===== config.mk =====
export PLATFORM = sky130hd
export DESIGN_NAME = demux16b3_buf
export DESIGN_NICKNAME = d
export VERILOG_FILES = /design/src/rtl/demux16b3_buf.sv
export SDC_FILE = /design/constraint.sdc
export NUM_CORES = 1
export LEC_CHECK = 0
export CORE_UTILIZATION = 43
export DETAILED_ROUTE_END_ITERATION = 10
export GPL_TIMING_DRIVEN = 0
export HOLD_SLACK_MARGIN = 0.03
export PLACE_DENSITY = 0.84
export SYNTH_ARGS = -nofsm -noshare
export SYNTH_HDL_FRONTEND = slang
export SYNTH_SLANG_ARGS = --single-unit

===== constraint.sdc =====
create_clock -name clk -period 3.55 [get_ports clk]
set_input_delay 0.71 -clock clk [delete_from_list [all_inputs] [get_ports clk]]
set_output_delay 0.71 -clock clk [all_outputs]
set_load 0.02 [all_outputs]

===== src/rtl/demux16b3_buf.sv =====
// demux16b3_buf: registered 1-to-3 demultiplexer for the 16-bit datapath.
//
// One word plus a 2-bit destination select is accepted through a valid/ready
// handshake, held in a one-entry buffer and presented to exactly one of three
// consumers, each with its own valid/ready handshake. Select value 3 is illegal.
// An illegal word is consumed and dropped. It sets a sticky error flag and bumps
// a saturating drop counter.
//
// Ports:
//   clk          system clock, rising edge
//   rst          synchronous reset, active-high
//   in_data      word to steer
//   in_sel       destination (0..2 legal, 3 illegal)
//   in_valid     in_data/in_sel valid this cycle
//   in_ready     block can accept this cycle
//   outN_data    word for destination N (zero unless outN_valid)
//   outN_valid   outN_data valid
//   outN_ready   destination N accepts
//   err          sticky illegal-select flag
//   err_clr      clears err (an illegal accept in the same cycle wins)
//   drop_count   number of illegal-select words dropped, saturating

module demux16b3_buf #(
    parameter int unsigned WIDTH = 16,
    parameter int unsigned CNT_W = 8
) (
    input  logic             clk,
    input  logic             rst,
    input  logic [WIDTH-1:0] in_data,
    input  logic [1:0]       in_sel,
    input  logic             in_valid,
    output logic             in_ready,
    output logic [WIDTH-1:0] out0_data,
    output logic             out0_valid,
    input  logic             out0_ready,
    output logic [WIDTH-1:0] out1_data,
    output logic             out1_valid,
    input  logic             out1_ready,
    output logic [WIDTH-1:0] out2_data,
    output logic             out2_valid,
    input  logic             out2_ready,
    output logic             err,
    input  logic             err_clr,
    output logic [CNT_W-1:0] drop_count
);

    typedef enum logic [0:0] {
        StEmpty,
        StFull
    } state_e;

    state_e             state_q, state_d;
    logic [WIDTH-1:0]   buf_data_q, buf_data_d;
    logic [1:0]         buf_sel_q, buf_sel_d;
    logic               err_q, err_d;
    logic [CNT_W-1:0]   drop_q, drop_d;

    logic               sel_ready;
    logic               accept;
    logic               accept_legal;
    logic               accept_illegal;

    // Ready of the destination the held word is aimed at; other readys are ignored.
    always_comb begin
        sel_ready = 1'b0;
        case (buf_sel_q)
            2'd0:    sel_ready = out0_ready;
            2'd1:    sel_ready = out1_ready;
            2'd2:    sel_ready = out2_ready;
            default: sel_ready = 1'b0;
        endcase
    end

    // Depends only on state and the selected ready, never on in_valid.
    assign in_ready       = (state_q == StEmpty) || sel_ready;
    assign accept         = in_valid && in_ready;
    assign accept_legal   = accept && (in_sel != 2'd3);
    assign accept_illegal = accept && (in_sel == 2'd3);

    // Next-state logic for the buffer FSM and status registers.
    always_comb begin
        state_d    = state_q;
        buf_data_d = buf_data_q;
        buf_sel_d  = buf_sel_q;
        err_d      = err_q;
        drop_d     = drop_q;

        case (state_q)
            StEmpty: begin
                if (accept_legal) begin
                    state_d    = StFull;
                    buf_data_d = in_data;
                    buf_sel_d  = in_sel;
                end
            end
            StFull: begin
                // Drain and reload in the same cycle keeps one word per cycle flowing.
                if (sel_ready) begin
                    if (accept_legal) begin
                        buf_data_d = in_data;
                        buf_sel_d  = in_sel;
                    end else begin
                        state_d = StEmpty;
                    end
                end
            end
            default: state_d = StEmpty;
        endcase

        if (accept_illegal) begin
            err_d = 1'b1;
        end else if (err_clr) begin
            err_d = 1'b0;
        end

        if (accept_illegal && (drop_q != {CNT_W{1'b1}})) begin
            drop_d = drop_q + 1'b1;
        end
    end

    always_ff @(posedge clk) begin
        if (rst) begin
            state_q    <= StEmpty;
            buf_data_q <= '0;
            buf_sel_q  <= '0;
            err_q      <= 1'b0;
            drop_q     <= '0;
        end else begin
            state_q    <= state_d;
            buf_data_q <= buf_data_d;
            buf_sel_q  <= buf_sel_d;
            err_q      <= err_d;
            drop_q     <= drop_d;
        end
    end

    // Only the selected destination sees the word; every other output is zero.
    always_comb begin
        out0_data  = '0;
        out0_valid = 1'b0;
        out1_data  = '0;
        out1_valid = 1'b0;
        out2_data  = '0;
        out2_valid = 1'b0;
        if (state_q == StFull) begin
            case (buf_sel_q)
                2'd0: begin
                    out0_data  = buf_data_q;
                    out0_valid = 1'b1;
                end
                2'd1: begin
                    out1_data  = buf_data_q;
                    out1_valid = 1'b1;
                end
                2'd2: begin
                    out2_data  = buf_data_q;
                    out2_valid = 1'b1;
                end
                default: ;
            endcase
        end
    end

    assign err        = err_q;
    assign drop_count = drop_q;

endmodule

Word level (Yosys, flattened, before mapping)
Cells that the tools add are included.

Input bits: 25. Bits in registers: 28. Word-level logic and storage cells: 44.

Reductions and logical operators: 7. Add/sub/neg operators: 1. Multiplexer cells: 24. Bitwise operators: 1. Eq/ne operators: 6.

Operators by type and width (number): $mux W16 (8); $pmux W16 S2 (1); $mux W1 (10); $add A8 B1 Y8 const B (1); $ne A8 B8 Y1 const B (1); $eq A2 B2 Y1 const B (2); $logic_and A1 B1 Y1 (4); $mux W2 (2); $pmux W2 S2 (1); $pmux W1 S3 (1); $eq A2 B1 Y1 const B (1); $logic_not A2 Y1 (1); $ne A2 B1 Y1 const B (1); $ne A2 B2 Y1 const B (1); $pmux W1 S2 (1); $reduce_bool A2 Y1 (1); $logic_or A1 B1 Y1 (1); $not A1 Y1 (1).

Logic depth before layout (Yosys ltp)
Gate-level depths: netlist of the first run.

Depth in word-level cells: 8. Depth in mapped cells: 6. Gate-level depth less buffers: 5.

Worst setup path after synthesis of the first run
Ideal clock, no wire load.

Path kind: register -> output. Start: reg buf_sel_q[1]. End: out out0_data[10]. Data arrival time: 1.400 ns. Cell stages (with the launch flop): 5. Slack: 1.440 ns. Data required time: 2.840 ns. Path through: dfxtp_1 -> nand2b_1 -> nor2_1 -> clkbuf_1 -> and2_1.

Longest elaborated chain between the ends: 3.

Ends and longest elaborated chain: from (decl) (RTL line 54) `logic [1:0] buf_sel_q, buf_sel_d;`; from (signal assigned) (RTL line 131) `buf_sel_q <= buf_sel_d;`; $logic_not A2 Y1 (RTL line 146) `case (buf_sel_q)`; $mux W16 (RTL line 146); $mux W16 (RTL line 145) `if (state_q == StFull) begin`; to (decl) (RTL line 33) `output logic [WIDTH-1:0] out0_data,`.

No other way between the ends.

Worst setup path after layout of the first run
Start: reg buf_sel_q[1]. End: out out1_data[14].

Longest elaborated chain between the ends: 3.

Ends and longest elaborated chain: $eq A2 B1 Y1 (RTL line 146); $mux W16 (RTL line 146); $mux W16 (RTL line 145); to (decl) (RTL line 36) `output logic [WIDTH-1:0] out1_data,`.

No other way between the ends.

==> results.json, run 1 <==
{
  "crit_type": "flip-flop to output pin",
  "cts_hold_buffers": 0,
  "grt_max_degree": 17,
  "drive_gt1_share_pct": 6.21,
  "reg2reg_from": "buf_sel_q[0]",
  "syn_avg_cell_area_um2": 8.25,
  "final_common_cell": "clkdlybuf4s50_1",
  "worstSkewPairLatency_ns": 0.27,
  "drv_cap": 0,
  "cts_tree": "done",
  "rsz0062_at_grt": "false",
  "initial_core_util_pct": 45.0,
  "n_antenna_cell": 0,
  "cts-root-buf": "clkbuf_8",
  "r2r-end": "drop_count[4]",
  "io_pins": 86,
  "powerDensity_mw_per_mm2": 277,
  "status": "finished, final reports clean",
  "die_y_um": 64.1,
  "track_usage_pct": 20.7,
  "worst_slew_pin_slew_ns": 0.461,
  "clk_pin_slew_ns": 0.10,
  "fmax_mhz": 326,
  "drc_errors": 0,
  "area_delta_synth_final_pct": 59.2,
  "fin_skew_ns": 0.00203,
  "hold_path_class": "flip-flop to flip-flop",
  "antenna_found_initial": 0,
  "synth.ff_latch_count": 28,
  "grt_pass1_wl_um": 6780,
  "io_buffer_count": 85,
  "peakVddDrop_v": 0.000230,
  "dpl.hpwl_um": 3180,
  "grt-ovfl-total": 0,
  "crit_path_start_kind": "flip-flop",
  "synth-seq-area-share_pct": 33.8,
  "mappedNetlistNets": 227,
  "yosysUniqueCellTypes": 36,
  "yosysWarnings": 0,
  "relSlewSlack_pct": 69.2,
  "place.gp.congestion": 0.882,
  "numCtsBuffers": 3,
  "cp.required_ns": 2.84,
  "slew_violations": 0,
  "rows": 22,
  "fin_util_pct": 71.6,
  "viasPerCell": 4.86,
  "die_x_um": 64.1,
  "path_max_fanout": 10,
  "r2r_cells": 5,
  "mappedNetlistArea_mm2": 0.00166,
  "fin_crit_sh_pct": 86.4,
  "final.setup.tns_ns": 0,
  "post_cts_resized": 0,
  "layout_min_cycle_time_ns": 3.07,
  "drt_wl_total_um": 4120,
  "avgRoutedWirePerCell_um": 12.2,
  "crit_path_end": "out1_data[14]",
  "clockBufferDepth": 2,
  "r2r_slack_ns": 1.82,
  "coreArea_mm2": 0.00369,
  "final_cell_mix": "85 x clkdlybuf4s50_1, 50 x and2_1, 38 x nand2_1, 28 x dfxtp_1, 18 x mux2i_1",
  "ant_nets": 0,
  "die_area_mm2": 0.00411,
  "drtPass1Iterations": 4,
  "synthCells": 201,
  "setup.worst_path.start": "buf_sel_q[1]",
  "cts_setup_buffers": 0,
  "vias": 1641,
  "hold_depth": 2,
  "setup_viol": 0,
  "final_hold_viol_count": 0,
  "drt_iter0_drc": 50,
  "arrival_ns": 2.36,
  "htree_levels": 1,
  "grt_pass1_vias": 1514,
  "p_leak_nw": 0.993,
  "endpoint_kind": "output pin",
  "clock-sinks": 28,
  "final_nets": 317
}
==> registers in the layout, summed over array words and instances (netlist names) <==
register / flops
drop_count: 8
buf_data_q: 16
err: 1
state_q: 1
buf_sel_q: 2
==> per-layer routing <==
metal / up-vias / wire length [um] / track usage [%]
met1: 731 / 1820 / 25.0
met3: 2 / 226 / 3.39
li1: 852 / - / -
met2: 56 / 2060 / 38.0
met5: - / 0 / 0
met4: 0 / 15 / 4.72
==> through the flow <==
stage / hold slack [ns] / worst slack [ns] / total power, mW / std cells / instance area [um^2]
after global placement: 0.457 / 0.683 / 0.487 / 334 / 2570
after detailed placement: 0.468 / 0.681 / 0.490 / 334 / 2570
final: 0.482 / 0.482 / 0.731 / 338 / 2640
after global routing: 0.501 / 0.284 / 0.762 / 338 / 2640
after CTS: 0.485 / 0.463 / 0.736 / 338 / 2640
after floorplan: 0.447 / 1.44 / 0.426 / 201 / 1660
==> power by group <==
| part | switching (mW) | internal (mW) |
|---|---|---|
| clock | 0.0986 | 0.151 |
| combinational | 0.0673 | 0.0716 |
| sequential | 0.0123 | 0.330 |
| total | 0.178 | 0.553 |
==> synthesized netlist by cell type <==
| master | instances | area, um^2 |
|---|---|---|
| nor2b_1 | 2 | 12.5 |
| inv_2 | 1 | 3.75 |
| a21oi_4 | 1 | 16.3 |
| o21a_1 | 1 | 7.51 |
| dfxtp_1 | 28 | 561 |
| nand2_1 | 38 | 143 |
| and2_1 | 50 | 313 |
| o31a_1 | 1 | 8.76 |
| a211oi_2 | 1 | 12.5 |
| and2b_2 | 1 | 8.76 |
| mux2i_1 | 18 | 180 |
| clkbuf_1 | 7 | 26.3 |
| mux2_2 | 2 | 22.5 |
| o31a_2 | 1 | 10.0 |
| and3_1 | 2 | 12.5 |
| o221ai_4 | 1 | 26.3 |
| o21ai_0 | 2 | 10.0 |
| nand4_1 | 3 | 18.8 |
| a21oi_1 | 4 | 20.0 |
| nand3_1 | 2 | 10.0 |
| buf_6 | 2 | 22.5 |
| nor2_1 | 7 | 26.3 |
| o211ai_1 | 2 | 15.0 |
| nor4_1 | 3 | 18.8 |
| a31oi_1 | 1 | 6.26 |
| o22ai_1 | 1 | 6.26 |
| nor3_1 | 2 | 10.0 |
| o31ai_1 | 3 | 22.5 |
| buf_2 | 1 | 5.00 |
| mux2_4 | 1 | 15.0 |
| ha_1 | 1 | 12.5 |
| or4_1 | 3 | 22.5 |
| nand2b_1 | 2 | 12.5 |
| buf_8 | 1 | 15.0 |
| o221a_2 | 1 | 11.3 |
| inv_1 | 4 | 15.0 |
==> layout make-up <==
cell class,instances,area [um^2]
plain buffers,11,68.8
flip-flops and latches,28,561
repair buffers,85,851
clock buffers,3,41.3
multi-input cells,157,1010
well taps,48,60.1
clock inverters,1,30.0
inverters,5,18.8
fillers,335,1050
==> logic make-up after synthesis <==
logic type / Yosys count / share of synthesized area [%]
buffers and inverters: 16 / 5.28
flip-flops: 28 / 33.8
AND/OR/NAND/NOR: 115 / 36.7
AO/OA/AOI/OAI: 20 / 10.4
adder cells (fa/ha/maj): 1 / 0.754
multiplexers: 21 / 13.1
==> critical path: stages (launching register included) <==
cell and delay [ns]:
dfxtp_1 0.35, nand2b_1 0.22, nor2_1 0.35, clkbuf_1 0.38
and2_1 0.18, clkdlybuf4s50_1 0.61
==> worst min-delay path by stage <==
stage / start / endpoint / slack [ns]
finish: buf_data_q[4] / buf_data_q[4] / 0.48
global route: buf_data_q[13] / buf_data_q[13] / 0.50
CTS: buf_data_q[1] / buf_data_q[1] / 0.48
detailed placement: buf_data_q[1] / buf_data_q[1] / 0.47
global placement: buf_data_q[3] / buf_data_q[3] / 0.46
floorplan: buf_data_q[0] / buf_data_q[0] / 0.45
(Power assumes the default switching activity.)
==> run 2, diff against run 1 <==
--- a/config.mk
+++ b/config.mk
@@ -5,11 +5,12 @@
 export SDC_FILE = /design/constraint.sdc
 export NUM_CORES = 1
 export LEC_CHECK = 0
-export CORE_UTILIZATION = 43
+export CORE_UTILIZATION = 55
 export DETAILED_ROUTE_END_ITERATION = 10
+export DONT_BUFFER_PORTS = 1
 export GPL_TIMING_DRIVEN = 0
 export HOLD_SLACK_MARGIN = 0.03
-export PLACE_DENSITY = 0.84
+export PLACE_DENSITY = 0.68
 export SYNTH_ARGS = -nofsm -noshare
 export SYNTH_HDL_FRONTEND = slang
 export SYNTH_SLANG_ARGS = --single-unit
==> run 2 against run 1 <==
Effect of this change: the flow now finishes with violations (design-rule violations); register-to-register slack improved by 0.05 ns; sequential power about the same; sequential share of layout area grew 11 points; combinational power fell by 34%; routed wire length fell by 16%; utilization decreased by 9.8 points; critical path depth fell by 1; largest cell class unchanged.
==> results.json, run 2 (same netlist as run 1, synthesis figures left out) <==
{
  "htree_levels": 1,
  "endpoint_kind": "output pin",
  "holdWs_ns": 0.488,
  "violations": "design-rule violations",
  "grt_pass1_vias": 1215,
  "viasPerCell": 5.88,
  "rsz0062_at_grt": "false",
  "avgRoutedWirePerCell_um": 14.7,
  "area_delta_synth_final_pct": 4.52,
  "grt_max_degree": 16,
  "status": "finished, violations left",
  "critPathBufInv": 1,
  "reg2reg_from": "drop_count[0]",
  "setup_viol": 0,
  "drtPass1Iterations": 7,
  "track_usage_pct": 21.1,
  "instances_no_fill": 236,
  "slew_violations": 0,
  "drt_wl_total_um": 3480,
  "worstHoldStart": "buf_data_q[1]",
  "slowest_stage": "clkbuf_1",
  "cts_tree": "done",
  "n_antenna_cell": 0,
  "worst_slew_pin_slew_ns": 0.572,
  "max_stage_delay_ns": 0.50,
  "p_sw_share_pct": 27.9,
  "fin_skew_ns": 0.00269,
  "dpl.cell_count": 232,
  "design_area_mm2": 0.00173,
  "drc_errors": 16,
  "power_frac_seq_pct": 58.0,
  "initial_core_util_pct": 59.1,
  "relSlewSlack_pct": 61.8,
  "intPower_mw": 0.428,
  "ant_nets": 0,
  "cts_setup_buffers": 0,
  "coreArea_mm2": 0.00281,
  "power_switching_mw": 0.166,
  "final_cell_mix": "50 x and2_1, 38 x nand2_1, 28 x dfxtp_1, 18 x mux2i_1",
  "clk_pin_slew_ns": 0.15,
  "dpl.hpwl_um": 2640,
  "dpl_cell_area_mm2": 0.00170,
  "r2r_slack_ns": 1.87,
  "cts-root-buf": "clkbuf_4",
  "numCtsBuffers": 3,
  "die_y_um": 56.9,
  "antenna_found_initial": 0,
  "die_x_um": 56.9,
  "p_comb_share_pct": 15.5,
  "path_delay_family": "simple AND/OR/NAND/NOR gates",
  "io_buffer_count": 0,
  "rows": 19,
  "grt_pass1_wl_um": 5390,
  "worstSkewPairLatency_ns": 0.32,
  "post_cts_resized": 0,
  "peakVddDrop_v": 0.000176,
  "hold_depth": 2,
  "hold_path_class": "flip-flop to flip-flop",
  "clockBufferDepth": 2,
  "path_max_fanout": 10,
  "r2r_cells": 5,
  "io_pins": 86,
  "cts_hold_buffers": 0,
  "grt-ovfl-total": 0,
  "clock-sinks": 28,
  "vias": 1388,
  "cp.required_ns": 2.84,
  "min_to": "buf_data_q[1]",
  "final_hold_viol_count": 0,
  "drv_cap": 0,
  "drt_iter0_drc": 82,
  "fin_crit_sh_pct": 79.3,
  "crit_path_start_kind": "flip-flop",
  "r2r-end": "drop_count[0]",
  "cp_cell_sequence": "nand2b_1 -> nor2_1 -> clkbuf_1 -> and2_1",
  "die_area_mm2": 0.00324,
  "arrival_ns": 2.10,
  "final_nets": 232,
  "crit_type": "flip-flop to output pin",
  "largest_reg_flops": 16,
  "final_common_cell": "and2_1",
  "clock_power_share_pct": 26.5,
  "powerDensity_mw_per_mm2": 343,
  "p_leak_nw": 0.676,
  "place.gp.congestion": 0.839,
  "final.setup.tns_ns": 0,
  "regMostFlops": "buf_data_q",
  "layout_min_cycle_time_ns": 2.81,
  "fmax_mhz": 355,
  "drive_gt1_share_pct": 8.78
}
-- run 2: cell types whose count changed in the layout (fill, tap and decap cells not counted) --
cell	change
clkbuf_8	-2
clkdlybuf4s50_1	-85
bufinv_16	-1
clkbuf_4	+3
-- run 2: worst min-delay path, cell delays in order, from the launching register on --
cell     delay, ns
dfxtp_1       0.35
nand2_1       0.06
mux2i_1       0.05
-- run 2: worst max-delay path by stage --
stage	startpoint	end	slack, ns	cells after the start
floorplan	buf_sel_q[1]	out0_data[10]	1.44	4
detailed placement	buf_sel_q[1]	out0_data[8]	1.13	4
global route	buf_sel_q[1]	out0_data[8]	0.60	4
global placement	buf_sel_q[1]	out0_data[11]	1.20	4
CTS	buf_sel_q[1]	out0_data[8]	0.74	4
finish	buf_sel_q[1]	out1_data[9]	0.74	4
-- run 2: layout make-up --
type	count	area [um^2]
inverter	5	18.8
multi-input combinational	157	1010
buffer	11	68.8
clock buffer	4	36.3
fill	248	1070
sequential	28	561
tap	31	38.8
-- run 2: metal layers --
layer / wire length (um) / GRT usage, %
met5: 0 / 0
met4: 17 / 8.01
met2: 1760 / 37.0
met1: 1440 / 25.5
met3: 262 / 4.15
-- run 2: power groups by stage --
| stage | clock, mW | combinational (mW) | sequential, mW |
|---|---|---|---|
| 5_1_grt | 0.172 | 0.101 | 0.348 |
| 2_1_floorplan | 0 | 0.0781 | 0.348 |
| 6_report | 0.158 | 0.0919 | 0.345 |
| 3_3_place_gp | 0 | 0.0900 | 0.350 |
| 3_5_place_dp | 0 | 0.0927 | 0.352 |
| 4_1_cts | 0.162 | 0.0930 | 0.345 |
-- run 2: per-stage QoR --
stage                     setup slack [ns]  power, mW  utilization (%)
final                                0.735      0.594             61.8
after floorplan                       1.44      0.426                -
after CTS                            0.743      0.600             61.8
after global routing                 0.600      0.621             61.8
after detailed placement              1.13      0.444             60.5
after global placement                1.20      0.440             60.5
==> run 3, diff against run 2 <==
==> constraint.sdc (replaced) <==
create_clock -name clk -period 2.9 [get_ports clk]
set_input_delay 0.58 -clock clk [delete_from_list [all_inputs] [get_ports clk]]
set_output_delay 0.58 -clock clk [all_outputs]
set_load 0.02 [all_outputs]
==> results of run 3 <==
The final DEF is identical to that of run 2. Status: finished, violations left: design-rule violations.
Among the figures that moved: setup slack after placement 1.13 ns -> 0.613 ns; setup slack after layout 0.735 ns -> 0.215 ns; hold slack 0.488 ns -> 0.371 ns; register-to-register setup slack 1.87 ns -> 1.22 ns; end point of the worst hold path buf_data_q[1] -> buf_data_q[7]; total power 0.594 mW -> 0.728 mW; worst IR drop on VDD 0.000176 V -> 0.000216 V
